<file path="src/rtl/mux_ser_pkg.sv">
// Shared types and lane-order helpers for the mux serializer slice.
// The state encoding and the lane-stepping rules live here so every user agrees on them.
package mux_ser_pkg;

    localparam int NUM_LANES = 4;
    localparam int SEL_W     = 2;

    typedef enum logic {
        IDLE  = 1'b0,
        SHIFT = 1'b1
    } state_t;

    localparam logic [SEL_W-1:0] LANE_LO = 2'd0;
    localparam logic [SEL_W-1:0] LANE_HI = 2'd3;

    function automatic logic [SEL_W-1:0] first_lane(input logic msb_first);
        if (msb_first) begin
            return LANE_HI;
        end else begin
            return LANE_LO;
        end
    endfunction

    function automatic logic [SEL_W-1:0] last_lane(input logic msb_first);
        if (msb_first) begin
            return LANE_LO;
        end else begin
            return LANE_HI;
        end
    endfunction

    function automatic logic [SEL_W-1:0] next_lane(input logic [SEL_W-1:0] lane,
                                                   input logic             msb_first);
        if (msb_first) begin
            return lane - 2'd1;
        end else begin
            return lane + 2'd1;
        end
    endfunction

endpackage

</file>
<file path="src/rtl/mux4x1.sv">
// Existing 4:1 mux: Y follows lane I[S].
module mux4x1
    import mux_ser_pkg::*;
(
    input  logic [NUM_LANES-1:0] I,
    input  logic [SEL_W-1:0]     S,
    output logic                 Y
);

    // Lane select.
    always_comb begin
        Y = 1'b0;
        case (S)
            2'd0:    Y = I[0];
            2'd1:    Y = I[1];
            2'd2:    Y = I[2];
            2'd3:    Y = I[3];
            default: Y = 1'b0;
        endcase
    end

endmodule

</file>
<file path="src/rtl/mux_serializer.sv">
// Handshaked 4-bit word to serial bitstream sequencer driving a 4:1 mux select,
// with a one-entry pending buffer so consecutive frames run without a gap.
module mux_serializer
    import mux_ser_pkg::*;
#(
    parameter int BIT_CYCLES = 1,
    parameter int MSB_FIRST  = 0
) (
    input  logic                 clk,
    input  logic                 rst,
    input  logic [NUM_LANES-1:0] in_data,
    input  logic                 in_valid,
    output logic                 in_ready,
    output logic [SEL_W-1:0]     sel,
    output logic                 ser_out,
    output logic                 ser_valid,
    output logic                 frame_done
);

    localparam logic       MSB       = (MSB_FIRST != 0);
    localparam logic [7:0] HOLD_LAST = 8'(BIT_CYCLES - 1);

    state_t                 state_r, state_s;
    logic [NUM_LANES-1:0]   act_word_r, act_word_s;
    logic                   act_full_r, act_full_s;
    logic [NUM_LANES-1:0]   pend_word_r, pend_word_s;
    logic                   pend_full_r, pend_full_s;
    logic [SEL_W-1:0]       sel_r, sel_s;
    logic [7:0]             hold_cnt_r, hold_cnt_s;
    logic                   ser_valid_r, ser_valid_s;
    logic                   frame_done_r, frame_done_s;
    logic                   xfer_s;
    logic                   bit_end_s;
    logic                   frame_end_s;
    logic                   direct_load_s;

    assign in_ready   = !pend_full_r && !rst;
    assign xfer_s     = in_valid && in_ready;
    assign sel        = sel_r;
    assign ser_valid  = ser_valid_r;
    assign frame_done = frame_done_r;

    mux4x1 u_mux (
        .I (act_word_r),
        .S (sel_r),
        .Y (ser_out)
    );

    // Next-state, datapath and registered-output lookahead.
    always_comb begin
        state_s       = state_r;
        act_word_s    = act_word_r;
        act_full_s    = act_full_r;
        pend_word_s   = pend_word_r;
        pend_full_s   = pend_full_r;
        sel_s         = sel_r;
        hold_cnt_s    = hold_cnt_r;
        bit_end_s     = 1'b0;
        frame_end_s   = 1'b0;
        direct_load_s = 1'b0;

        case (state_r)
            IDLE: begin
                if (xfer_s) begin
                    act_word_s = in_data;
                    act_full_s = 1'b1;
                    sel_s      = first_lane(MSB);
                    hold_cnt_s = 8'd0;
                    state_s    = SHIFT;
                end else begin
                    act_full_s = 1'b0;
                end
            end
            SHIFT: begin
                bit_end_s   = (hold_cnt_r == HOLD_LAST);
                frame_end_s = bit_end_s && (sel_r == last_lane(MSB));
                if (!bit_end_s) begin
                    hold_cnt_s = hold_cnt_r + 8'd1;
                end else if (!frame_end_s) begin
                    hold_cnt_s = 8'd0;
                    sel_s      = next_lane(sel_r, MSB);
                end else if (pend_full_r) begin
                    hold_cnt_s  = 8'd0;
                    sel_s       = first_lane(MSB);
                    act_word_s  = pend_word_r;
                    pend_full_s = 1'b0;
                end else if (xfer_s) begin
                    hold_cnt_s    = 8'd0;
                    sel_s         = first_lane(MSB);
                    act_word_s    = in_data;
                    direct_load_s = 1'b1;
                end else begin
                    // Frame over with nothing queued: sel keeps its last lane.
                    hold_cnt_s = 8'd0;
                    act_full_s = 1'b0;
                    state_s    = IDLE;
                end

                // Any accepted word not loaded straight into the active slot waits in pending.
                if (xfer_s && !direct_load_s) begin
                    pend_word_s = in_data;
                    pend_full_s = 1'b1;
                end else begin
                    pend_word_s = pend_word_s;
                end
            end
            default: begin
                state_s     = IDLE;
                act_full_s  = 1'b0;
                pend_full_s = 1'b0;
                hold_cnt_s  = 8'd0;
            end
        endcase

        ser_valid_s  = act_full_s;
        frame_done_s = act_full_s && (sel_s == last_lane(MSB)) && (hold_cnt_s == HOLD_LAST);
    end

    // State and output registers with synchronous reset.
    always_ff @(posedge clk) begin
        if (rst) begin
            state_r      <= IDLE;
            act_word_r   <= 4'd0;
            act_full_r   <= 1'b0;
            pend_word_r  <= 4'd0;
            pend_full_r  <= 1'b0;
            sel_r        <= 2'd0;
            hold_cnt_r   <= 8'd0;
            ser_valid_r  <= 1'b0;
            frame_done_r <= 1'b0;
        end else begin
            state_r      <= state_s;
            act_word_r   <= act_word_s;
            act_full_r   <= act_full_s;
            pend_word_r  <= pend_word_s;
            pend_full_r  <= pend_full_s;
            sel_r        <= sel_s;
            hold_cnt_r   <= hold_cnt_s;
            ser_valid_r  <= ser_valid_s;
            frame_done_r <= frame_done_s;
        end
    end

endmodule

</file>
<file path="config.mk">
export PLATFORM = sky130hd
export DESIGN_NAME = mux_serializer
export DESIGN_NICKNAME = d
export VERILOG_FILES = /design/src/rtl/mux_ser_pkg.sv /design/src/rtl/mux4x1.sv /design/src/rtl/mux_serializer.sv
export SDC_FILE = /design/constraint.sdc
export NUM_CORES = 1
export LEC_CHECK = 0
export ABC_CLOCK_PERIOD_IN_PS = 4790
export CORE_MARGIN = 1.5
export CORE_UTILIZATION = 45
export CTS_BUF_LIST = sky130_fd_sc_hd__clkbuf_8 sky130_fd_sc_hd__clkbuf_16
export CTS_CLUSTER_SIZE = 30
export DETAILED_ROUTE_END_ITERATION = 10
export PLACE_DENSITY = 0.66
export SLEW_MARGIN = 10
export SYNTH_ARGS = -nofsm -noshare
export SYNTH_HDL_FRONTEND = slang
export SYNTH_HIERARCHICAL = 1
export SYNTH_SLANG_ARGS = --single-unit
export TNS_END_PERCENT = 10
</file>
<file path="constraint.sdc">
create_clock -name clk -period 4.79 [get_ports clk]
set_input_delay 0.479 -clock clk [delete_from_list [all_inputs] [get_ports clk]]
set_output_delay 0.479 -clock clk [all_outputs]
set_load 0.03 [all_outputs]
</file>
==> impl_metrics.env <==
export IMPL_syn_to_final_growth_pct=13.2
export IMPL_num_vias=1134
export IMPL_dp_slack_ps=1930
export IMPL_place_area_um2=1340
export IMPL_maxCapViolations=0
export IMPL_synthFlopType="dfxtp_1"
export IMPL_wl_um=2820
export IMPL_start_util_pct=48.5
export IMPL_required_ps=4310
export IMPL_drt_pass1_iterations=4
export IMPL_critPathMaxFanout=24
export IMPL_die_w_um=55.4
export IMPL_crit_path_start_kind="input port"
export IMPL_clk_pin_slew_ps=70
export IMPL_setup_ws_ps=2060
export IMPL_ir_drop_mv=0.251
export IMPL_dp_cells=179
export IMPL_crit_arrival_ps=2260
export IMPL_worst_pin_slew_ps=971
export IMPL_fillers=245
export IMPL_status="complete, no violations"
export IMPL_r2r_end="frame_done$_SDFF_PP0_"
export IMPL_hold_buffers=0
export IMPL_syn_inst=148
export IMPL_globalRouteOverflowTotal=0
export IMPL_holdPathEnd="pend_word_r[0]$_SDFFE_PP0P_"
export IMPL_cts_sinks=22
export IMPL_slowest_stage="clkdlybuf4s50_1"
export IMPL_whs_path_depth=2
export IMPL_tritoncts="built"
export IMPL_drt_iter0_markers=55
export IMPL_setup_violations=0
export IMPL_cp_num_buf_inv=2
export IMPL_antenna_cells=0
export IMPL_first_global_vias=962
export IMPL_wire_per_inst_um=15.4
export IMPL_rows=18
export IMPL_max_stage_delay_ps=830
export IMPL_setup_tns_ps=0
export IMPL_nNetsFinal=164
export IMPL_dp_hpwl_um=2040
export IMPL_fmax_mhz=366
export IMPL_antenna_found_initial=0
export IMPL_root_buffer="clkbuf_8"
export IMPL_port_buffer_count=12
export IMPL_cts_repair_resized=0
export IMPL_cellPowerDensity_nw_per_um2=297
export IMPL_die_h_um=55.4
export IMPL_timing_final_crit_period_ps=2730
export IMPL_rr_startpoint="state_r$_SDFF_PP0_"
export IMPL_grt_pass1_wl_um=4550
export IMPL_drc_errors=0
export IMPL_hold_viol_final=0
export IMPL_design_core_area_um2=2540
export IMPL_leakage_nw=0.511
export IMPL_vias_per_cell=6.20
export IMPL_grt_max_degree=30
export IMPL_max_slew_margin_pct=35.2
export IMPL_htree_levels=1
export IMPL_cts_buffers=3
export IMPL_rsz0062_at_grt="false"
export IMPL_fin_skew_ps=8.21
export IMPL_cts_max_path_buffers=2
export IMPL_worstSetupPathType="input port to primary output"
export IMPL_synth_nets=158
export IMPL_cts_setup_buffers=0
export IMPL_fin_util_pct=54.9
export IMPL_worstSetupEndpointType="primary output"
export IMPL_drive_gt1_share_pct=6.54
export IMPL_mostFrequentLayoutCells="dfxtp_1 (22), nor2_1 (16), nand2_1 (14), clkdlybuf4s50_1 (12), a21oi_1 (11)"
export IMPL_netlist_area_um2=1230
export IMPL_stdcell_area_um2=1400
export IMPL_crit_path_cell_trace="clkdlybuf4s50_1, nor2_1, clkdlybuf4s50_1"
export IMPL_reg2reg_depth=5
export IMPL_io_pins=13
export IMPL_ys_seq_area_share_pct=35.7
export IMPL_async_flop_share_pct=0
export IMPL_clkLatencyLatePin_ps=260
export IMPL_finalWeightedCongestion=0.868
export IMPL_drtAntennaViolNets=0
export IMPL_final_max_slew_violation_count=0
export IMPL_synth_edf_count=0
export IMPL_ys_types=42
export IMPL_cpLargestDelayFamily="buffers and inverters"
export IMPL_worstHoldStart="pend_word_r[0]$_SDFFE_PP0P_"
export IMPL_grtUsageTotal_pct=18.1
export IMPL_finalNonFillerCells=183
export IMPL_ys_warn_count=6
export IMPL_synth_seq_cells=22
export IMPL_critPathMostFrequentCell="clkdlybuf4s50_1"
export IMPL_ff2ff_setup_slack_ps=2610
export IMPL_dieArea_um2=3060
export IMPL_synth_area_per_cell_um2=8.34
export IMPL_final_common_cell="dfxtp_1"
export IMPL_hold_path_class="register to register"
export IMPL_layout_worst_path_cycle_share_pct=57.1
per-layer routing:
metal / global-route usage (%) / vias to the layer above / wire length, µm
met3: 4.45 / 4 / 148
li1: - / 552 / -
met2: 25.9 / 39 / 1240
met1: 27.6 / 539 / 1410
met5: 0 / - / 0
met4: 3.48 / 0 / 17
through the flow:
step / power [W] / hold WS [ps]
floorplan: 0.000260 / 460
global placement: 0.000281 / 475
detailed placement: 0.000284 / 487
CTS: 0.000417 / 506
global route: 0.000431 / 528
finish: 0.000414 / 506
area by class of cell:
class	instances	area [µm²]	share of cell area (%)
Tap cell	30	37.5	2.69
Clock buffer	4	55.1	3.94
Inverter	5	18.8	1.34
Sequential cell	22	440	31.5
Timing Repair Buffer	12	120	8.60
Multi-Input combinational cell	110	724	51.9
how the worst max path moves through the flow:
stage,from,endpoint,slack [ps],cells past startpoint
finish,rst,in_ready,2060,3
global route,rst,in_ready,1950,3
CTS,rst,in_ready,2060,3
detailed placement,rst,frame_done$_SDFF_PP0_,1930,6
global placement,rst,frame_done$_SDFF_PP0_,2020,6
floorplan,rst,frame_done$_SDFF_PP0_,3060,6
cell usage after synthesis, types with 2 or more instances:
library cell / instances / area (µm²)
or3b_1: 2 / 17.5
and2_1: 2 / 12.5
inv_1: 4 / 15.0
nor3_1: 2 / 10.0
clkbuf_1: 9 / 33.8
a211oi_1: 4 / 30.0
xor2_1: 3 / 26.3
nand3_1: 10 / 50.1
a21oi_1: 11 / 55.1
nand2b_1: 3 / 18.8
a311oi_1: 7 / 61.3
nor4_1: 2 / 12.5
nor2_1: 16 / 60.1
nand2_1: 14 / 52.6
dfxtp_1: 22 / 440
and3_1: 3 / 18.8
mux2i_1: 5 / 50.1
o21ai_0: 2 / 10.0
ha_1: 3 / 37.5
o21ai_1: 2 / 10.0
flip-flops by register name (all words and copies together) (netlist names):
| name | count |
|---|---|
| act_word_r | 4 |
| frame_done | 1 |
| hold_cnt_r | 8 |
| pend_full_r | 1 |
| pend_word_r | 4 |
| sel | 2 |
| ser_valid | 1 |
| state_r | 1 |
power breakdown:
part	internal [W]	switching [W]
Clock	0.0000733	0.0000598
Sequential	0.000192	0.0000163
Combinational	0.0000324	0.0000407
Total	0.000297	0.000117
worst min-delay path: stages (launching register included):
cell	delay (ps)
dfxtp_1	330
mux2i_1	70
nor2_1	80
logic make-up (layout without fill, tap and decap cells):
kind of cell | count (synthesis) | in the layout | share of synthesized area (%)
AND/OR/NAND/NOR | 63 | 63 | 27.6
AO/OA/AOI/OAI | 34 | 34 | 19.4
flip-flops | 22 | 22 | 35.7
buffers and inverters | 16 | 21 | 5.58
multiplexers | 6 | 6 | 5.88
XOR/XNOR | 4 | 4 | 2.84
adder cells (fa/ha/maj) | 3 | 3 | 3.04
No activity file was read; power rests on OpenSTA's default activity.
